**config.mk**
```make
export PLATFORM = sky130hd
export DESIGN_NAME = muldiv_seq
export DESIGN_NICKNAME = d
export VERILOG_FILES = /design/src/rtl/riscv_pkg.sv /design/src/rtl/muldiv_signfix.sv /design/src/rtl/muldiv_seq.sv
export SDC_FILE = /design/constraint.sdc
export NUM_CORES = 1
export LEC_CHECK = 0
export ABC_AREA = 1
export CAP_MARGIN = 20
export CORE_MARGIN = 8
export CORE_UTILIZATION = 46
export DETAILED_ROUTE_END_ITERATION = 7
export RECOVER_POWER = 25
export SYNTH_ARGS = -nofsm -noshare
export SYNTH_HDL_FRONTEND = slang
export SYNTH_SLANG_ARGS = --single-unit
export TNS_END_PERCENT = 50
```
**constraint.sdc**
```tcl
create_clock -name clk -period 7.6 [get_ports clk]
set_input_delay 1.52 -clock clk [delete_from_list [all_inputs] [get_ports clk]]
set_output_delay 1.52 -clock clk [all_outputs]
set_load 0.005 [all_outputs]
```
**src/rtl/riscv_pkg.sv**
```systemverilog
`default_nettype none
// +--------------------------------------------------------------------------+
// | Module      : riscv_pkg                                                  |
// | Description : Shared RV32 definitions used by the execute-stage units:   |
// |               M-extension funct7/func3 codes and the state encoding of   |
// |               the iterative multiply/divide sequencer.                   |
// | Ports       : none (package)                                             |
// | Revision    : 1.0 - initial release                                      |
// +--------------------------------------------------------------------------+
package riscv_pkg;

    // funct7 value that selects the M extension on OP instructions
    localparam logic [6:0] c_FUNCT7_MULDIV = 7'b0000001;

    // M-extension func3 codes
    localparam logic [2:0] c_FUNC3_MUL    = 3'b000;
    localparam logic [2:0] c_FUNC3_MULH   = 3'b001;
    localparam logic [2:0] c_FUNC3_MULHSU = 3'b010;
    localparam logic [2:0] c_FUNC3_MULHU  = 3'b011;
    localparam logic [2:0] c_FUNC3_DIV    = 3'b100;
    localparam logic [2:0] c_FUNC3_DIVU   = 3'b101;
    localparam logic [2:0] c_FUNC3_REM    = 3'b110;
    localparam logic [2:0] c_FUNC3_REMU   = 3'b111;

    // muldiv sequencer state encoding
    localparam int         c_MD_STATE_W = 2;
    localparam logic [1:0] c_MD_IDLE    = 2'd0;
    localparam logic [1:0] c_MD_CALC    = 2'd1;
    localparam logic [1:0] c_MD_FIXUP   = 2'd2;
    localparam logic [1:0] c_MD_DONE    = 2'd3;

endpackage
`default_nettype wire

```
**src/rtl/muldiv_signfix.sv**
```systemverilog
`default_nettype none
// +--------------------------------------------------------------------------+
// | Module      : muldiv_signfix                                             |
// | Description : Conditional two's-complement negation. Produces the        |
// |               magnitude of a signed operand when i_negate flags it as    |
// |               negative.                                                  |
// | Ports       : i_value  [WIDTH] value to condition                        |
// |               i_negate         1 = negate i_value                        |
// |               o_value  [WIDTH] i_value or -i_value                       |
// | Revision    : 1.0 - initial release                                      |
// +--------------------------------------------------------------------------+
module muldiv_signfix #(
    parameter int WIDTH = 32
) (
    input  logic [WIDTH-1:0] i_value,
    input  logic             i_negate,
    output logic [WIDTH-1:0] o_value
);

    assign o_value = i_negate ? (~i_value + WIDTH'(1)) : i_value;

endmodule
`default_nettype wire

```
**src/rtl/muldiv_seq.sv**
```systemverilog
`default_nettype none
// +--------------------------------------------------------------------------+
// | Module      : muldiv_seq                                                 |
// | Description : Iterative RV32M multiply/divide sequencer. Shift-add       |
// |               multiplier or restoring divider on operand magnitudes for  |
// |               XLEN cycles, then a one-cycle sign fixup. Division by zero |
// |               and signed overflow complete on a fast path.               |
// | Ports       : clk, rst            clock, async active-high reset         |
// |               in_valid/in_ready   request handshake (ready only in IDLE) |
// |               func3, rs1, rs2     operation and operands                 |
// |               flush               abort any in-flight operation          |
// |               out_valid/out_ready result handshake                       |
// |               result              final result, held between ops         |
// |               busy                execute-stage stall request            |
// | Revision    : 1.0 - initial release                                      |
// +--------------------------------------------------------------------------+
module muldiv_seq
    import riscv_pkg::*;
#(
    parameter int XLEN = 32
) (
    input  logic            clk,
    input  logic            rst,
    input  logic            in_valid,
    output logic            in_ready,
    input  logic [2:0]      func3,
    input  logic [XLEN-1:0] rs1,
    input  logic [XLEN-1:0] rs2,
    input  logic            flush,
    output logic            out_valid,
    input  logic            out_ready,
    output logic [XLEN-1:0] result,
    output logic            busy
);

    localparam int c_CNT_W = $clog2(XLEN);

    logic [c_MD_STATE_W-1:0] r_state;
    logic [c_CNT_W-1:0]      r_count;
    logic [2:0]              r_func3;
    logic                    r_neg_res;
    logic [XLEN-1:0]         r_opa;      // |multiplicand|, or |dividend| before loading
    logic [XLEN-1:0]         r_opb;      // |divisor|
    // Upper half: product high / partial remainder.
    // Lower half: multiplier bits still to consume / dividend bits shifting into quotient.
    logic [2*XLEN-1:0]       r_acc;
    logic [XLEN-1:0]         r_result;
    logic                    r_out_valid;

    // ---------------- operand decode at accept ----------------
    logic            w_sign_a_op;
    logic            w_sign_b_op;
    logic            w_a_neg;
    logic            w_b_neg;
    logic            w_neg_res;
    logic [XLEN-1:0] w_abs_a;
    logic [XLEN-1:0] w_abs_b;

    assign w_sign_a_op = (func3 == c_FUNC3_MULH) || (func3 == c_FUNC3_MULHSU) ||
                         (func3 == c_FUNC3_DIV)  || (func3 == c_FUNC3_REM);
    assign w_sign_b_op = (func3 == c_FUNC3_MULH) || (func3 == c_FUNC3_DIV) ||
                         (func3 == c_FUNC3_REM);
    assign w_a_neg     = w_sign_a_op && rs1[XLEN-1];
    assign w_b_neg     = w_sign_b_op && rs2[XLEN-1];

    always_comb begin
        w_neg_res = 1'b0;
        case (func3)
            c_FUNC3_MULH, c_FUNC3_DIV:   w_neg_res = w_a_neg ^ w_b_neg;
            c_FUNC3_MULHSU, c_FUNC3_REM: w_neg_res = w_a_neg;  // remainder follows the dividend
            default:                     w_neg_res = 1'b0;
        endcase
    end

    muldiv_signfix #(.WIDTH(XLEN)) u_abs_a (
        .i_value  (rs1),
        .i_negate (w_a_neg),
        .o_value  (w_abs_a)
    );

    muldiv_signfix #(.WIDTH(XLEN)) u_abs_b (
        .i_value  (rs2),
        .i_negate (w_b_neg),
        .o_value  (w_abs_b)
    );

    // ---------------- fast-path detection ----------------
    logic            w_div_zero;
    logic            w_div_ovf;
    logic            w_fast;
    logic [XLEN-1:0] w_fast_result;

    assign w_div_zero    = func3[2] && (rs2 == '0);
    assign w_div_ovf     = ((func3 == c_FUNC3_DIV) || (func3 == c_FUNC3_REM)) &&
                           (rs1 == {1'b1, {(XLEN-1){1'b0}}}) && (rs2 == '1);
    assign w_fast        = w_div_zero || w_div_ovf;
    // func3[1] distinguishes REM/REMU from DIV/DIVU
    assign w_fast_result = w_div_zero ? (func3[1] ? rs1 : '1)
                                      : (func3[1] ? '0  : rs1);

    // ---------------- one iteration step ----------------
    logic [XLEN:0]     w_mul_sum;
    logic [2*XLEN-1:0] w_mul_next;
    logic [XLEN:0]     w_div_shift;
    logic [XLEN:0]     w_div_diff;
    logic [2*XLEN-1:0] w_div_next;

    assign w_mul_sum  = {1'b0, r_acc[2*XLEN-1:XLEN]} + (r_acc[0] ? {1'b0, r_opa} : '0);
    assign w_mul_next = {w_mul_sum, r_acc[XLEN-1:1]};

    // Partial remainder is always below the divisor, so the shifted value is
    // below 2*divisor and the MSB of the XLEN+1-bit difference is its sign.
    assign w_div_shift = r_acc[2*XLEN-1:XLEN-1];
    assign w_div_diff  = w_div_shift - {1'b0, r_opb};
    assign w_div_next  = w_div_diff[XLEN]
                       ? {w_div_shift[XLEN-1:0], r_acc[XLEN-2:0], 1'b0}
                       : {w_div_diff[XLEN-1:0],  r_acc[XLEN-2:0], 1'b1};

    // ---------------- sign fixup ----------------
    logic [2*XLEN-1:0] w_prod_fix;
    logic [XLEN-1:0]   w_div_sel;
    logic [XLEN-1:0]   w_div_fix;
    logic [XLEN-1:0]   w_fix_result;

    assign w_prod_fix   = r_neg_res ? (~r_acc + (2*XLEN)'(1)) : r_acc;
    assign w_div_sel    = r_func3[1] ? r_acc[2*XLEN-1:XLEN] : r_acc[XLEN-1:0];
    assign w_div_fix    = r_neg_res ? (~w_div_sel + XLEN'(1)) : w_div_sel;
    assign w_fix_result = r_func3[2]            ? w_div_fix :
                          (r_func3[1:0] == 2'b00) ? r_acc[XLEN-1:0] :
                                                    w_prod_fix[2*XLEN-1:XLEN];

    // ---------------- sequencer ----------------
    always_ff @(posedge clk or posedge rst) begin
        if (rst) begin
            r_state     <= c_MD_IDLE;
            r_count     <= '0;
            r_func3     <= '0;
            r_neg_res   <= 1'b0;
            r_opa       <= '0;
            r_opb       <= '0;
            r_acc       <= '0;
            r_result    <= '0;
            r_out_valid <= 1'b0;
        end else if (flush && (r_state != c_MD_IDLE)) begin
            r_state     <= c_MD_IDLE;
            r_out_valid <= 1'b0;
        end else begin
            case (r_state)
                c_MD_IDLE: begin
                    if (in_valid && !flush) begin
                        r_func3   <= func3;
                        r_neg_res <= w_neg_res;
                        r_opa     <= w_abs_a;
                        r_opb     <= w_abs_b;
                        r_count   <= '0;
                        // Multiply consumes |rs2| from the low half; divide shifts |rs1| out of it.
                        r_acc     <= {{XLEN{1'b0}}, (func3[2] ? w_abs_a : w_abs_b)};
                        if (w_fast) begin
                            r_result    <= w_fast_result;
                            r_out_valid <= 1'b1;
                            r_state     <= c_MD_DONE;
                        end else begin
                            r_state     <= c_MD_CALC;
                        end
                    end
                end
                c_MD_CALC: begin
                    r_acc   <= r_func3[2] ? w_div_next : w_mul_next;
                    r_count <= r_count + c_CNT_W'(1);
                    if (r_count == c_CNT_W'(XLEN - 1)) begin
                        r_state <= c_MD_FIXUP;
                    end
                end
                c_MD_FIXUP: begin
                    r_result    <= w_fix_result;
                    r_out_valid <= 1'b1;
                    r_state     <= c_MD_DONE;
                end
                c_MD_DONE: begin
                    if (out_ready) begin
                        r_out_valid <= 1'b0;
                        r_state     <= c_MD_IDLE;
                    end
                end
                default: begin
                    r_state     <= c_MD_IDLE;
                    r_out_valid <= 1'b0;
                end
            endcase
        end
    end

    assign in_ready  = (r_state == c_MD_IDLE);
    assign busy      = (r_state != c_MD_IDLE);
    assign out_valid = r_out_valid;
    assign result    = r_result;

endmodule
`default_nettype wire

```
==> qor.csv, run 1 <==
stage,metric,value,unit
status,status,finished with violations,
status,failing checks,"capacitance limit, slew limit",
timing,Hold Fails Final Rpt,0,
route,vias per std cell,5.85,
synthesis,"Distinct cells, synth",56,
cts,Setup Buffers After CTS,0,
layout,synth-to-layout area growth,9.99,%
timing,crit path time final,5.32,ns
power_and_ir_drop,Pint,3.72,mW
floorplan,Die Y,221,um
route,Vias,23414,
cts,H-tree lvl count,4,
floorplan,overall die area,0.0490,mm^2
critical_path,Crit-path slowest cell,clkbuf_2,
synthesis,largest area contributor in the netlist,dfrtp_1,
route,Routed wire per std cell,21.8,um
critical_path,Worst Setup Start Kind,input port,
timing,TNS Setup,0,ns
critical_path,"setup slack, reg-to-reg",3.99,ns
route,initial DRC count,3261,
min_path,Min-Delay Path Class,flop to flop,
timing,final setup violating endpoints,0,
place,post-detailed-placement half-perimeter wirelength,68.7,mm
cts,CTS sink cnt,172,
cts,hold buffer count at CTS,0,
layout,share of post-route cells with drive strength above 1,4.13,%
synthesis,Syn. warnings,0,
route,drt drc,0,
floorplan,IO Count,107,
power_and_ir_drop,Clk pwr share,10.0,%
route,drt pass-1 iters,6,
timing,RSZ-0062 raised after global routing,no,
power_and_ir_drop,leakage,10.9,nW
floorplan,die width,221,um
power_and_ir_drop,power share of the combinational group,68.5,%
layout,"commonest non-fill, non-tap cell in the layout",nand2_1,
critical_path,"Max FO, Critical Path",73,
timing,Worst Skew,0.0193,ns
global_routing,initial antenna violation count,4,
floorplan,core area,0.0418,mm^2
route,drt total wl,87.3,mm
cts,clock latency at the later pin of the worst-skew pair,0.49,ns
cts,buffer depth of the longest clock path,2,
layout,Final nets,3599,
global_routing,number of global-route vias before repair,20955,
timing,Slew HR,-66.1,%
power_and_ir_drop,maximum VDD drop,0.204,mV
critical_path,crit-path max cell delay,1.47,ns
global_routing,largest net degree at the start of global routing,97,
synthesis,"Seq/Total Area, Yosys",22.2,%
route,ANT nets after route,0,
critical_path,Setup CP Type,input port to asynchronous set/reset pin,
power_and_ir_drop,register share of total power,21.4,%
critical_path,CP arrival,5.54,ns
synthesis,Yosys top cell area share,22.2,%
timing,Hold WS,0.485,ns
critical_path,Worst Path Required,7.83,ns
run,Maximum Capacitance Violations,2,
power_and_ir_drop,sw power,5.52,mW
global_routing,global-route usage over all layers,34.2,%
synthesis,Avg Inst Size Synth,5.65,um^2
power_and_ir_drop,net switching fraction of the power,59.8,%
critical_path,crit-path cells,dlygate4sd3_1 -> clkinvlp_2 -> clkbuf_1 -> clkbuf_2,
power_and_ir_drop,P per Cell Area,434,mW/mm^2
cts,clock transition at the registers of the reported paths,0.07,ns
cts,root buf cell,clkbuf_16,
floorplan,Initial Util,46.4,%
global_routing,first-pass GRT wire length,129,mm
synthesis,Synth area leaders,"dfrtp_1 22%, nand2_1 22%, nand3_1 9.8%",
cts,CTS tree,yes,
synthesis,Synth Net Count,3577,
critical_path,CP Capture Type,asynchronous set/reset pin,
timing,period utilization,70.0,%
global_routing,grt total ovfl,0,
cts,total CTS buffers,17,
synthesis,Post-Syn Area,0.0194,mm^2
floorplan,FP Rows,75,
timing,Final Slew Violations,121,
timing,Worst-Margin Slew,2.48,ns
synthesis,synthesis-stage register bit count,172,
place,gp weighted congestion,1.05,
layout,most frequent cells in the layout,"1145 x nand2_1, 401 x nor2_1, 397 x inv_1, 381 x nand3_1, 191 x a21oi_1",
timing,fmax,188,MHz
cts,post-cts gate resize count,0,
place,I/O Buffers,106,
synthesis,Gate Count Post-Synth,3429,
-- final timing paths --
path	end	cells after the start	from
setup / recovery	r_opb[28]	4	rst
hold / removal	result[22]	2	result[22]
setup reg to reg	r_acc[55]	17	r_acc[0]
hold reg to reg	result[22]	2	result[22]
max in group clk	result[1]	13	rs2[0]
min in group asynchronous	r_acc[30]	2	rst
-- metal layers --
layer | share of wire [%] | vias to the layer above | track usage [%]
li1 | - | 11011 | -
met1 | 43 | 10871 | 47.4
met2 | 41 | 1342 | 49.6
met3 | 12 | 188 | 9.14
met4 | 4.2 | 2 | 13.8
met5 | 0.015 | - | 0
-- through the flow --
stage	total power, mW	cell area [um^2]	std cells	utilization [%]	worst slack (ns)
3_3_place_gp	7.97	20700	3969	49.5	2.78
6_report	9.24	21300	4005	51.1	2.28
4_1_cts	9.00	21300	4002	51.0	3.16
2_1_floorplan	5.96	19400	3429	-	1.42
5_1_grt	9.85	21300	4003	51.0	1.66
3_5_place_dp	8.04	20700	3970	49.6	2.65
-- power groups by stage --
stage                     Combinational, mW  Sequential, mW  Clock, mW
final                                  6.33            1.98      0.928
after floorplan                        4.37            1.59          0
after global routing                   6.90            1.99      0.970
after CTS                              6.13            1.93      0.936
after detailed placement               6.10            1.94          0
after global placement                 6.01            1.96          0
-- kinds of logic (layout without fill, tap and decap cells) --
| family | after synthesis | in the layout | share of synthesized area (%) |
|---|---|---|---|
| AOI/OAI and AO/OA | 448 | 448 | 12.3 |
| xor gates and xnor gates | 61 | 61 | 2.76 |
| adders and majority gates | 76 | 76 | 4.98 |
| buffers and inverters | 541 | 576 | 11.2 |
| DFF | 172 | 172 | 22.2 |
| other | 0 | 2 | 0 |
| and+or+nand+nor | 2131 | 2131 | 46.5 |
-- state kept, by name (all words and copies together), names as in the netlist --
signal	count
r_opb	32
r_func3	3
out_valid	1
r_opa	32
r_neg_res	1
result	32
r_acc	64
r_state	2
r_count	5
-- Yosys cell counts (all sizes together) --
master,n
o21ai,212
nand4,34
o2111ai,1
clkinv,3
a31oi,5
buf,59
nand3,387
a22o,2
a21o,3
or2,10
ha,74
o21a,6
fa,2
o221ai,1
a21oi,194
nor3b,1
and3,3
a22oi,1
inv,414
a211oi,1
xnor2,11
xor2,50
nand3b,21
o211ai,7
nor3,77
and2,4
o22ai,2
o21bai,10
a21boi,2
nor2,421
dfrtp,172
o311ai,1
clkbuf,65
nor4,2
nand2,1171
-- area by class of cell --
class | instances | area [um^2]
sequential | 172 | 4310
fill | 4531 | 20400
multi-input combinational | 2716 | 12900
tap | 539 | 674
inverter | 417 | 1570
clock inverter | 12 | 144
timing repair buffer | 127 | 1230
antenna | 2 | 5.00
clock buffer | 20 | 457
-- critical path, delay by kind of cell --
family | cells | cell delay [ns]
buffers and inverters | 4 | 3.90
No activity file was read; power rests on OpenSTA's default activity.
==> run 2: changes to the inputs <==
PLACE_DENSITY = 0.66   (was unset)
clock period = 4.75 ns   (was 7.6 ns; I/O delays follow)
==> run 2 against run 1 <==
- the run now ends clean
- power grew 60%
- clock-buffer cell count shrank 2
- flip-flop and latch count is the same
- highest routed layer unchanged
==> qor.csv, run 2 (synthesis gave the netlist of run 1 again) <==
stage,metric,value,unit
run,Maximum Capacitance Violations,0,
timing,Worst Skew,0.0189,ns
layout,share of post-route cells with drive strength above 1,4.27,%
timing,Slew HR,25.0,%
critical_path,Worst Path Required,5.12,ns
cts,hold buffer count at CTS,0,
min_path,Hold Path Cell Cnt,2,
timing,TNS Setup,0,ns
route,vias per std cell,5.88,
cts,Setup Buffers After CTS,0,
critical_path,"Max FO, Critical Path",27,
critical_path,crit-path max cell delay,0.50,ns
place,gp weighted congestion,1.04,
layout,Non-Filler Instances,4008,
cts,buffer depth of the longest clock path,2,
cts,CTS sink cnt,172,
critical_path,Worst Reg-to-Reg Cells,18,
route,drt total wl,88.8,mm
floorplan,die width,221,um
critical_path,CP dominant cell by count,nand2_1,
cts,H-tree lvl count,4,
min_path,WHS Endpoint,result[3],
cts,CTS tree,yes,
layout,max reg flops,64,
layout,Reg with most FFs,r_acc,
critical_path,Crit-path slowest cell,dfrtp_1,
layout,"commonest non-fill, non-tap cell in the layout",nand2_1,
route,Vias,23587,
power_and_ir_drop,total chip power,14.7,mW
layout,synth-to-layout area growth,10.0,%
route,initial DRC count,3599,
cts,total CTS buffers,17,
status,status,"finished, final reports clean",
critical_path,Worst Setup Start Kind,flop,
critical_path,CP Capture Type,flop,
layout,most frequent cells in the layout,"1145 x nand2_1, 401 x nor2_1, 397 x inv_1, 381 x nand3_1, 191 x a21oi_1",
place,Setup Slack @ Placement,0.930,ns
critical_path,Setup CP Type,flop to flop,
place,I/O Buffers,106,
critical_path,"setup slack, reg-to-reg",1.35,ns
place,placed cell count,3975,
global_routing,number of global-route vias before repair,21407,
min_path,Hold Path Origin,result[3],
critical_path,CP arrival,3.77,ns
floorplan,Initial Util,46.4,%
timing,worst setup margin,1.35,ns
power_and_ir_drop,maximum VDD drop,0.341,mV
place,dpl cell area,0.0207,mm^2
timing,RSZ-0062 raised after global routing,no,
floorplan,Die Y,221,um
timing,Hold WS,0.488,ns
min_path,Min-Delay Path Class,flop to flop,
floorplan,FP Rows,75,
route,drt drc,0,
layout,final core utilization,51.1,%
layout,fin area,0.0213,mm^2
timing,fmax,294,MHz
global_routing,global-route usage over all layers,35.1,%
power_and_ir_drop,leakage,10.9,nW
global_routing,largest net degree at the start of global routing,110,
cts,root buf cell,clkbuf_16,
critical_path,Critical R2R Launch,r_acc[0],
timing,crit path time final,3.40,ns
timing,final setup violating endpoints,0,
cts,post-cts gate resize count,0,
layout,Final nets,3603,
global_routing,grt total ovfl,0,
cts,clock transition at the registers of the reported paths,0.07,ns
critical_path,worst r2r dst,r_acc[47],
route,Routed wire per std cell,22.1,um
timing,period utilization,71.6,%
critical_path,crit-path cells,buf_4 -> nand2_1 -> inv_1 -> ha_1 -> inv_1 -> fa_1 -> o21ai_1 -> nand2_1 -> nand2_1 -> nand2_1 -> nand2_1 -> nand2_1 -> nand3_1 -> nand2_1 -> o21ai_1 -> inv_1 -> nand2_1 -> nand2_1,
global_routing,initial antenna violation count,4,
timing,Worst-Margin Slew,1.12,ns
floorplan,core area,0.0418,mm^2
route,ANT nets after route,0,
floorplan,overall die area,0.0490,mm^2
timing,Hold Fails Final Rpt,0,
timing,Final Slew Violations,0,
cts,clock latency at the later pin of the worst-skew pair,0.49,ns
floorplan,IO Count,107,
power_and_ir_drop,P per Cell Area,692,mW/mm^2
place,post-detailed-placement half-perimeter wirelength,69.9,mm
global_routing,first-pass GRT wire length,132,mm
route,drt pass-1 iters,7,
layout,fill count,4495,
run 2: changes by cell type in the layout (fill, tap and decap cells not counted), moves of 2 or more:
cell      before  now
inv_6          4    1
buf_4         18   24
clkbuf_8       2    0
clkinv_4       2    6
clkinv_8       1    3
run 2: metal layers:
layer,routed length [um],track usage (%),up-vias
met5,49,0,-
met4,3700,14.4,8
met3,10400,8.50,199
met2,37100,51.7,1352
met1,37500,48.6,11005
li1,-,-,11023
run 2: final cells by class:
class / instances / area [um^2] / area share, %
diodes: 1 / 2.50 / 0.0117
well taps: 539 / 674 / 3.16
flip-flops and latches: 172 / 4310 / 20.2
multi-input cells: 2716 / 12900 / 60.6
clock inverters: 14 / 155 / 0.728
inverters: 417 / 1570 / 7.36
repair buffers: 131 / 1260 / 5.91
clock buffers: 18 / 429 / 2.01
run 2: how the worst max path moves through the flow:
stage | end | depth (start not counted) | slack, ns | from
2_1_floorplan | out_valid | 1 | 1.60 | rst
5_1_grt | r_acc[47] | 18 | 1.11 | r_acc[0]
6_report | r_acc[47] | 18 | 1.35 | r_acc[0]
3_5_place_dp | result[23] | 14 | 0.93 | rs2[0]
3_3_place_gp | result[30] | 14 | 1.02 | rs2[0]
4_1_cts | r_acc[47] | 18 | 1.40 | r_acc[0]
run 2: critical path, delay by kind of cell (launching register included):
kind | cells | cell delay [ns]
flops | 1 | 0.50
compound gates | 2 | 0.63
buf+inv | 4 | 0.62
simple gates | 10 | 0.88
fa+ha+maj | 2 | 0.65
run 2: power by group:
part	total [mW]	switching (mW)	internal [mW]
combinational	10.2	7.07	3.08
clock	1.43	0.730	0.701
sequential	3.16	1.07	2.10
total	14.7	8.87	5.88
